## src/rtl/alu_sequencer.sv

```systemverilog
// Multi-pass controller: runs the 8-bit ALU once (8-bit ops) or twice (16-bit ops) and assembles RES/ZNHC flags.
// Latency: DONE 2 cycles after an accepted REQ for ops 0-3, 3 cycles for ops 4-7; RES/FLAGS_OUT held until next completion.
// Backpressure: REQ is accepted only while BUSY=0; a REQ seen while BUSY=1 is dropped with no side effects.
//
// Ports: CLK/nRESET (async active-low); REQ/OP/OPA/OPB/FLAGS_IN request side; BUSY/DONE/RES/FLAGS_OUT result side;
//        ALU_A/ALU_B/ALU_CIN/ALU_SUB drive the external 8-bit ALU, ALU_RES/ALU_COUT/ALU_HOUT return from it.
// Optional build macro ALU_SEQ_BACK2BACK_EN: BUSY drops in FIN so a new REQ can be taken while DONE is high.

module alu_sequencer (
    input  logic        CLK,
    input  logic        nRESET,
    input  logic        REQ,
    input  logic [2:0]  OP,
    input  logic [15:0] OPA,
    input  logic [15:0] OPB,
    input  logic [3:0]  FLAGS_IN,
    output logic        BUSY,
    output logic        DONE,
    output logic [15:0] RES,
    output logic [3:0]  FLAGS_OUT,
    output logic [7:0]  ALU_A,
    output logic [7:0]  ALU_B,
    output logic        ALU_CIN,
    output logic        ALU_SUB,
    input  logic [7:0]  ALU_RES,
    input  logic        ALU_COUT,
    input  logic        ALU_HOUT
);

    localparam logic [1:0] ST_IDLE = 2'd0;
    localparam logic [1:0] ST_LO   = 2'd1;
    localparam logic [1:0] ST_HI   = 2'd2;
    localparam logic [1:0] ST_FIN  = 2'd3;

    localparam logic [2:0] OP_ADD8  = 3'd0;
    localparam logic [2:0] OP_ADC8  = 3'd1;
    localparam logic [2:0] OP_SUB8  = 3'd2;
    localparam logic [2:0] OP_SBC8  = 3'd3;
    localparam logic [2:0] OP_ADD16 = 3'd4;
    localparam logic [2:0] OP_INC16 = 3'd5;
    localparam logic [2:0] OP_DEC16 = 3'd6;
    localparam logic [2:0] OP_ADDSP = 3'd7;

    logic [1:0]  state;
    logic [2:0]  op_q;
    logic [15:0] opa_q;
    logic [15:0] opb_q;
    logic [3:0]  flags_q;
    logic [7:0]  res_lo_q;
    logic        lo_h_q;
    logic        lo_c_q;

    logic        fin_busy;
    logic        accept;
    logic        is_16bit_op;

`ifdef ALU_SEQ_BACK2BACK_EN
    // FIN is a free slot: the next request overlaps the DONE cycle.
    assign fin_busy = 1'b0;
`else
    assign fin_busy = 1'b1;
`endif

    assign BUSY        = (state == ST_LO) || (state == ST_HI) || ((state == ST_FIN) && fin_busy);
    assign DONE        = (state == ST_FIN);
    assign accept      = REQ && !BUSY;
    assign is_16bit_op = op_q[2];

    // ALU drive is purely a function of state and the latched request.
    always_comb begin
        ALU_A   = 8'h00;
        ALU_B   = 8'h00;
        ALU_CIN = 1'b0;
        ALU_SUB = 1'b0;
        case (state)
            ST_LO: begin
                ALU_A   = opa_q[7:0];
                ALU_B   = ((op_q == OP_INC16) || (op_q == OP_DEC16)) ? 8'h01 : opb_q[7:0];
                ALU_CIN = ((op_q == OP_ADC8) || (op_q == OP_SBC8)) ? flags_q[0] : 1'b0;
                ALU_SUB = (op_q == OP_SUB8) || (op_q == OP_SBC8) || (op_q == OP_DEC16);
            end
            ST_HI: begin
                ALU_A   = opa_q[15:8];
                ALU_CIN = lo_c_q;
                ALU_SUB = (op_q == OP_DEC16);
                case (op_q)
                    OP_ADD16: ALU_B = opb_q[15:8];
                    // ADD SP,e: e is signed, so the high byte adds its sign extension.
                    OP_ADDSP: ALU_B = {8{opb_q[7]}};
                    default:  ALU_B = 8'h00;
                endcase
            end
            default: ;
        endcase
    end

    always_ff @(posedge CLK or negedge nRESET) begin
        if (!nRESET) begin
            state     <= ST_IDLE;
            op_q      <= 3'd0;
            opa_q     <= 16'h0000;
            opb_q     <= 16'h0000;
            flags_q   <= 4'h0;
            res_lo_q  <= 8'h00;
            lo_h_q    <= 1'b0;
            lo_c_q    <= 1'b0;
            RES       <= 16'h0000;
            FLAGS_OUT <= 4'h0;
        end else begin
            case (state)
                ST_IDLE, ST_FIN: begin
                    // In FIN, accept can only be true when FIN is not busy.
                    if (accept) begin
                        op_q    <= OP;
                        opa_q   <= OPA;
                        opb_q   <= OPB;
                        flags_q <= FLAGS_IN;
                        state   <= ST_LO;
                    end else begin
                        state   <= ST_IDLE;
                    end
                end
                ST_LO: begin
                    res_lo_q <= ALU_RES;
                    lo_h_q   <= ALU_HOUT;
                    lo_c_q   <= ALU_COUT;
                    if (is_16bit_op) begin
                        state <= ST_HI;
                    end else begin
                        // 8-bit ops finish here; RES is only written on FIN entry
                        // so the previous result stays visible until now.
                        state     <= ST_FIN;
                        RES       <= {8'h00, ALU_RES};
                        FLAGS_OUT <= {(ALU_RES == 8'h00),
                                      ((op_q == OP_SUB8) || (op_q == OP_SBC8)),
                                      ALU_HOUT,
                                      ALU_COUT};
                    end
                end
                ST_HI: begin
                    state <= ST_FIN;
                    RES   <= {ALU_RES, res_lo_q};
                    case (op_q)
                        OP_ADD16: FLAGS_OUT <= {flags_q[3], 1'b0, ALU_HOUT, ALU_COUT};
                        // ADD SP,e reports byte-level H/C from the low pass.
                        OP_ADDSP: FLAGS_OUT <= {2'b00, lo_h_q, lo_c_q};
                        default:  FLAGS_OUT <= flags_q;
                    endcase
                end
                default: state <= ST_IDLE;
            endcase
        end
    end

endmodule

```

## config.mk

```make
export PLATFORM = sky130hd
export DESIGN_NAME = alu_sequencer
export DESIGN_NICKNAME = d
export VERILOG_FILES = /design/src/rtl/alu_sequencer.sv
export SDC_FILE = /design/constraint.sdc
export NUM_CORES = 1
export LEC_CHECK = 0
export CAP_MARGIN = 10
export CORE_ASPECT_RATIO = 0.9
export CORE_MARGIN = 10
export CORE_UTILIZATION = 35
export CTS_CLUSTER_DIAMETER = 150
export DETAILED_ROUTE_END_ITERATION = 7
export SETUP_SLACK_MARGIN = 0.4
export SLEW_MARGIN = 20
export SYNTH_ARGS = -nofsm -noshare
export SYNTH_HDL_FRONTEND = slang
export SYNTH_SLANG_ARGS = --single-unit
```

## constraint.sdc

```tcl
create_clock -name CLK -period 4.07 [get_ports CLK]
set_clock_uncertainty 0.2 [all_clocks]
set_input_delay 0.814 -clock CLK [delete_from_list [all_inputs] [get_ports CLK]]
set_output_delay 0.814 -clock CLK [all_outputs]
set_load 0.02 [all_outputs]
```

# Word level (Yosys, flattened, before mapping)
# Index checks and enable logic that the tools add are counted.
totals:
  wordCells: 50
  register_bits: 71
  output_inout_bits: 40
  in_bits: 52
op_classes:
  n_reduce_logical: 14
  muxes: 15
  eq_ne: 11
ops:
  columns: ["op", "n"]
  rows:
  - ["$pmux 8 s2", 3]
  - ["$pmux 16 s2", 1]
  - ["$mux 16", 1]
  - ["$pmux 4 s2", 2]
  - ["$eq 3x3->1 const B", 4]
  - ["$logic_not 8->1", 1]
  - ["$mux 8", 1]
  - ["$eq 3x2->1 const B", 2]
  - ["$logic_or 1x1->1", 6]
  - ["$pmux 2 s3", 1]
  - ["$eq 2x2->1 const B", 2]
  - ["$mux 4", 1]
  - ["$pmux 1 s2", 2]
  - ["$reduce_and 2->1", 2]
  - ["$eq 3x1->1 const B", 1]
  - ["$mux 1", 3]
  - ["$eq 2x1->1 const B", 1]
  - ["$logic_not 2->1", 1]
  - ["$ne 2x2->1 const B", 1]
  - ["$reduce_bool 2->1", 1]
  - ["$reduce_or 2->1", 1]
  - ["$logic_and 1x1->1", 1]
  - ["$logic_not 1->1", 1]

# Logic depth before layout (Yosys ltp)
# Gate-level depths: netlist of run 1.
depth:
  word_depth: 7
  mapped_depth: 9
  ltp_nobuf: 6

# Worst setup path after synthesis of run 1
# OpenSTA, ideal clock, no wires.
synth_path:
  path_kind: "register to output"
  startpoint: "register state[0]"
  endpoint: "output ALU_SUB"
  t_arrival_ns: 1.669
  required_time_ns: 3.056
  path_stages_with_launch: 7
  path_buffers: 2
  setup_slack_ns: 1.387
  cell_sequence: "dfrtp_1 inv_1 ha_1 buf_2 buf_2 a21oi_1 a211oi_1"
synth_via:
  elab_chain_cells: 2
  elab_cells_between_ends: 3
synth_rtl:
  columns: ["element", "line", "source"]
  rows:
  - ["start, declared", "44", "logic [1:0] state;"]
  - ["start signal, assigned", "99", "state <= ST_IDLE;"]
  - ["start signal, assigned", "118", "state <= ST_LO;"]
  - ["start signal, assigned", "120", "state <= ST_IDLE;"]
  - ["$eq 2x2->1 or $eq 2x1->1 (tied branches)", "75", "case (state)"]
  - ["$pmux 1 s2 (*)", "75", null]
  - ["end, declared", "24", "output logic ALU_SUB,"]
# Every way passes the cells marked *; elsewhere a longest branch is shown, timed or not.

# Final worst setup path of run 1
layout_path:
  startpoint: "register state[1]"
  endpoint: "output ALU_SUB"
# The elaborated chain is that of the path after synthesis.

==> results of run 1 <==
==> worst max-delay path by stage <==
| stage | to | slack, ns | depth (start not counted) |
|---|---|---|---|
| finish | ALU_SUB | 0.56 | 6 |
| global route | ALU_B[7] | 0.41 | 6 |
| CTS | ALU_B[0] | 0.42 | 6 |
| detailed placement | ALU_B[0] | 0.66 | 7 |
| global placement | ALU_B[0] | 0.69 | 7 |
| floorplan | ALU_SUB | 1.39 | 6 |
==> registers in the layout (all words and copies together) (netlist names) <==
register / count
flags_q: 4
lo_h_q: 1
lo_c_q: 1
RES: 16
state: 2
opa_q: 16
opb_q: 16
op_q: 3
FLAGS_OUT: 4
res_lo_q: 8
==> power by group <==
part	total [µW]	switching [µW]	internal, µW
registers	1340	265	1080
logic	1960	972	991
clock network	583	267	316
total	3890	1500	2380
==> layout by cell type (no fill, tap or decap), types with 7 or more instances in the layout <==
cell	count
buf_4	7
o21ai_0	17
clkbuf_8	11
o2bb2ai_1	7
dfrtp_1	71
a22oi_1	17
mux2i_1	16
mux2_2	49
a21oi_1	16
clkdlybuf4s50_1	90
nor2b_1	12
nand2_1	12
and2_1	8
==> worst reg2reg max path, delay by kind of cell, from the launching register on <==
| family | cells | cell delay (ns) |
|---|---|---|
| AO/OA/AOI/OAI | 2 | 0.36 |
| adder cells (fa/ha/maj) | 1 | 0.30 |
| buffers and inverters | 2 | 0.50 |
| flip-flops | 1 | 0.40 |
| AND/OR/NAND/NOR | 2 | 0.56 |
==> kinds of logic (layout without fill, tap and decap cells) <==
group | Yosys count | count (layout)
xor gates and xnor gates | 1 | 1
adders and majority gates | 4 | 4
DFF | 71 | 71
buffers and inverters | 26 | 117
AOI/OAI and AO/OA | 70 | 70
and+or+nand+nor | 53 | 53
muxes | 65 | 65
==> routing by layer <==
layer  wire length (µm)  track usage  vias up  share of wire
li1                   -            -     1218              -
met1               4050        0.154     1257           0.46
met2               4160        0.201       75           0.47
met3                513       0.0380        5          0.058
met4                 95       0.0442        0          0.011
met5                  0            0        -              0
==> cells in the mapped netlist, drive strengths merged, types with 2 or more instances <==
cell type | number | area [µm²]
mux2i | 16 | 160
nand2 | 12 | 45.0
nor2 | 6 | 30.0
dfrtp | 71 | 1780
o21ai | 20 | 108
a21boi | 2 | 18.8
clkbuf | 4 | 15.0
nor3b | 2 | 15.0
a31oi | 2 | 12.5
inv | 4 | 15.0
a22oi | 17 | 128
mux2 | 49 | 552
nand3b | 3 | 22.5
nand3 | 3 | 15.0
o2bb2ai | 7 | 61.3
buf | 18 | 110
a21oi | 16 | 80.1
and2 | 9 | 56.3
ha | 4 | 50.1
nor2b | 12 | 75.1
==> stage by stage <==
stage	power, µW	setup slack [ns]
6_report	3890	0.563
5_1_grt	4180	0.415
4_1_cts	3920	0.416
3_5_place_dp	3320	0.661
3_3_place_gp	3290	0.685
2_1_floorplan	2630	1.39
==> timing repair <==
action	CTS	global route
setup buffers	0	0
endpoints found under the setup margin	6	9
resized for setup	2	3
pin swaps	0	0
cloned	0	0
==> layout make-up <==
class | count | share of cell area
Timing Repair Buffer | 97 | 0.205
Sequential cell | 71 | 0.381
Clock buffer | 11 | 0.0325
Tap cell | 126 | 0.0338
Clock inverter | 5 | 0.0121
Inverter | 4 | 0.00322
Multi-Input combinational cell | 193 | 0.332
==> reports/qor.yml, run 1 <==
vias_per_cell: 5.04
end_kind: "primary output"
core_area_um2: 9610
rr_endpoint: "FLAGS_OUT[3]"
reg2reg_depth: 7
path_delay_family: "buffers and inverters"
track_usage: 0.124
setup_viol: 0
arrival_ns: 2.49
synth_compound_area_frac: 0.133
antenna_left: 0
max_freq_ghz: 0.285
fin_setup_tns_ns: 0
instances_no_fill: 507
synth_top_family_by_area: "multiplexers"
critical_path_class: "reg -> out"
netlist_area_um2: 3440
cp_max_fo: 13
grt_max_degree: 72
chipHeight_um: 114
synthMuxAreaShare: 0.207
finalCoreUtilization: 0.485
n_antenna_cell: 0
dp.cells: 491
num_vias: 2555
antenna_found_initial: 0
synth-warning-count: 0
grt_pass1_wl_mm: 14.6
hp-class: "reg -> reg"
cts_buffers: 9
n_fill_cell: 898
worstHoldPathCells: 2
design_area_um2: 4660
worst-path-buf-inv: 3
post-route-drc-count: 0
syn_avg_cell_area_um2: 11.9
cpMaxStageDelayCell: "clkdlybuf4s50_1"
post-route-min-period_ns: 3.51
synth_edf_count: 0
totalWireLength_mm: 8.82
multi_input_area_um2: 1550
ctsLongestPathBuffers: 2
wl_per_cell_um: 17.4
hold_start: "RES[7]"
dp_hpwl_mm: 6.22
regArea_um2: 1780
synthesis.nets: 346
rows: 34
cts_sinks: 71
hold_violations: 0
root_buffer: "clkbuf_8"
ys_ff_latch: 71
path_cells: "inv_1 -> ha_2 -> buf_4 -> a21oi_1 -> a211oi_1 -> clkdlybuf4s50_1"
clk_latency_ns: 0.34
async_reset_ff_frac: 1.00
synth_top_flop_cell: "dfrtp_1"
die-area_um2: 14200
synthXorXnorAreaFrac: 0.00255
cp_slowest_stage_delay_ns: 0.67
die_w_um: 124
firstDrtPassIters: 4
port-buffer-count: 91
outcome: "finished, final reports clean"
cts.htree.levels: 3
ir_worst_vdd_v: 0.000332
nNetsFinal: 432
min_to: "RES[7]"
drive_gt1_frac: 0.207
report.final.slew_viol_count: 0
required_ns: 3.06
place_congestion: 0.697
relSlewSlack: 0.381
fin_crit_sh: 0.862
grt_pass1_vias: 2714
cts_tree: "done"
power.leakage_uw: 0.00188
tightest_slew_ns: 0.928
io_pins: 92
synthAdderAreaFrac: 0.0146
r2r-start: "state[0]"
area_growth_pct: 35.4
cellPowerDensity_nw_per_um2: 835
seq_area_frac_synth: 0.517
grt-ovfl-total: 0
maxCapViolations: 0
cp-start-kind: "register"
hold_buffers: 0
yosysUniqueCellTypes: 39
synthSimpleGateAreaFrac: 0.0858
dpl_cell_area_um2: 4430
initial_core_util: 0.358
clk_pin_slew_ns: 0.08
rsz0062_at_grt: "no"
synthCells: 290
drt_iter0_markers: 204
whs_ns: 0.279
crit_start: "state[1]"
reg2reg_slack_ns: 1.63
(Power assumes the default switching activity.)
==> run 2, diff against run 1 <==
--- a/config.mk
+++ b/config.mk
@@ -11,6 +11,7 @@
 export CORE_UTILIZATION = 35
 export CTS_CLUSTER_DIAMETER = 150
 export DETAILED_ROUTE_END_ITERATION = 7
+export HOLD_SLACK_MARGIN = 0.15
 export SETUP_SLACK_MARGIN = 0.4
 export SLEW_MARGIN = 20
 export SYNTH_ARGS = -nofsm -noshare
==> results of run 2 <==
Final layout, timing and power as in run 1 (identical DEF).
==> run 3, diff against run 2 <==
--- a/config.mk
+++ b/config.mk
@@ -12,6 +12,7 @@
 export CTS_CLUSTER_DIAMETER = 150
 export DETAILED_ROUTE_END_ITERATION = 7
 export HOLD_SLACK_MARGIN = 0.15
+export RECOVER_POWER = 25
 export SETUP_SLACK_MARGIN = 0.4
 export SLEW_MARGIN = 20
 export SYNTH_ARGS = -nofsm -noshare
==> constraint.sdc (replaced) <==
create_clock -name CLK -period 3 [get_ports CLK]
set_clock_uncertainty 0.2 [all_clocks]
set_input_delay 0.6 -clock CLK [delete_from_list [all_inputs] [get_ports CLK]]
set_output_delay 0.6 -clock CLK [all_outputs]
set_load 0.02 [all_outputs]
==> run 3 against run 2 <==
The run now ends with capacitance limit, slew limit left. Via count grew 0.31%. Global-route usage is 0.38 points higher. Critical path type unchanged. Non-clock buffer count is 11 higher. Sequential power grew 35%. Worst setup slack worse by 0.18 ns. Power increased by 40%. Design area grew 2.0%. Clock power rose by 30%. Highest routed layer unchanged. Sequential share of layout area is 0.64 points lower.
==> reports/qor.yml, run 3 (same netlist as run 1, synthesis figures left out) <==
outcome: "finished with violations"
failed_checks: "capacitance limit, slew limit"
port-buffer-count: 91
hp-class: "reg -> reg"
grt_pass1_vias: 2764
cts.htree.levels: 3
hold_start: "RES[6]"
wl_per_cell_um: 17.5
n_fill_cell: 910
drt_iter0_markers: 133
clk_latency_ns: 0.34
cts_sinks: 71
r2r-start: "state[0]"
dp_hpwl_mm: 6.49
die_w_um: 124
wl_met1_mm: 4.19
rows: 34
power.leakage_uw: 0.00197
num_vias: 2563
required_ns: 2.20
cts_tree: "done"
multi_input_area_um2: 1600
hold_buffers: 0
report.final.slew_viol_count: 72
critical_path_class: "reg -> out"
cp-start-kind: "register"
clk_pin_slew_ns: 0.08
met2_length_mm: 4.29
place_congestion: 0.777
cp_max_fo: 7
core_area_um2: 9610
reg2reg_depth: 7
fin_setup_tns_ns: 0
vias_per_cell: 4.95
area_growth_pct: 38.1
cts_buffers: 9
ir_worst_vdd_v: 0.000409
chipHeight_um: 114
worstHoldPathCells: 2
final_common_cell: "clkdlybuf4s50_1"
nNetsFinal: 443
antenna_left: 0
post-route-min-period_ns: 2.61
setup_viol: 0
rr_endpoint: "FLAGS_OUT[3]"
finalCoreUtilization: 0.494
rsz0062_at_grt: "yes"
relSlewSlack: -0.214
max_freq_ghz: 0.382
die-area_um2: 14200
post-route-drc-count: 0
initial_core_util: 0.358
crit_start: "state[0]"
grt-ovfl-total: 0
layout_common_cells: "clkdlybuf4s50_1, dfrtp_1, mux2_2"
totalWireLength_mm: 9.05
hold_violations: 0
top_regs: "RES: 16 flops, opa_q: 16 flops, opb_q: 16 flops"
ctsLongestPathBuffers: 2
track_usage: 0.128
arrival_ns: 1.81
root_buffer: "clkbuf_8"
regArea_um2: 1780
n_antenna_cell: 0
io_pins: 92
maxCapViolations: 1
grt_max_degree: 72
end_kind: "primary output"
tightest_slew_ns: 1.82
antenna_found_initial: 0
min_to: "RES[6]"
grt_pass1_wl_mm: 14.8
fin_crit_sh: 0.872
cellPowerDensity_nw_per_um2: 1140
wl_met3_um: 404
top_layer: "met4"
drive_gt1_frac: 0.298
firstDrtPassIters: 4
reg2reg_slack_ns: 0.57
==> run 3: layout make-up <==
type / count / share of cell area
Clock buffer: 10 / 0.0269
Clock inverter: 6 / 0.0147
Inverter: 4 / 0.00316
Multi-Input combinational cell: 193 / 0.337
Sequential cell: 71 / 0.375
Tap cell: 126 / 0.0332
Timing Repair Buffer: 108 / 0.210
==> run 3: through the flow <==
stage | instances | setup WS [ns] | instance area, µm² | hold slack, ns | power [µW]
5_1_grt | 518 | 0.325 | 4750 | 0.319 | 5830
4_1_cts | 518 | 0.403 | 4750 | 0.215 | 5490
2_1_floorplan | 290 | 0.531 | 3440 | 0.104 | 3570
3_3_place_gp | 497 | 0.288 | 4490 | 0.265 | 4520
6_report | 518 | 0.385 | 4750 | 0.282 | 5430
3_5_place_dp | 497 | 0.209 | 4490 | 0.270 | 4590
==> run 3: critical path, cell delays in order (launching register included) <==
cell and delay (ns):
dfrtp_2 0.44, inv_1 0.17, ha_4 0.22, a21oi_1 0.10, a211oi_2 0.31, buf_2 0.23
==> run 3: what timing repair did <==
item,in CTS,in global routing
resized for setup,85,20
setup endpoints to repair,18,18
buffers inserted,5,0
pin swaps,2,1
==> run 3: how the worst max path moves through the flow <==
stage	endpoint	depth (start not counted)
after floorplan	ALU_SUB	6
after global placement	ALU_CIN	7
after detailed placement	ALU_CIN	7
after CTS	ALU_A[4]	6
after global routing	ALU_B[0]	6
final	ALU_SUB	5
==> run 3: routing by layer <==
| metal | GRT usage | up-vias |
|---|---|---|
| met5 | 0 | - |
| met4 | 0.0512 | 0 |
| met3 | 0.0362 | 12 |
| met2 | 0.204 | 62 |
| met1 | 0.161 | 1249 |
| li1 | - | 1240 |
==> run 3: power breakdown <==
part | total [µW] | leakage (µW) | internal (µW) | switching, µW
Sequential | 1810 | 0.000838 | 1470 | 342
Clock | 759 | 0.0000891 | 388 | 371
Combinational | 2860 | 0.00104 | 1440 | 1420
Total | 5430 | 0.00197 | 3300 | 2130
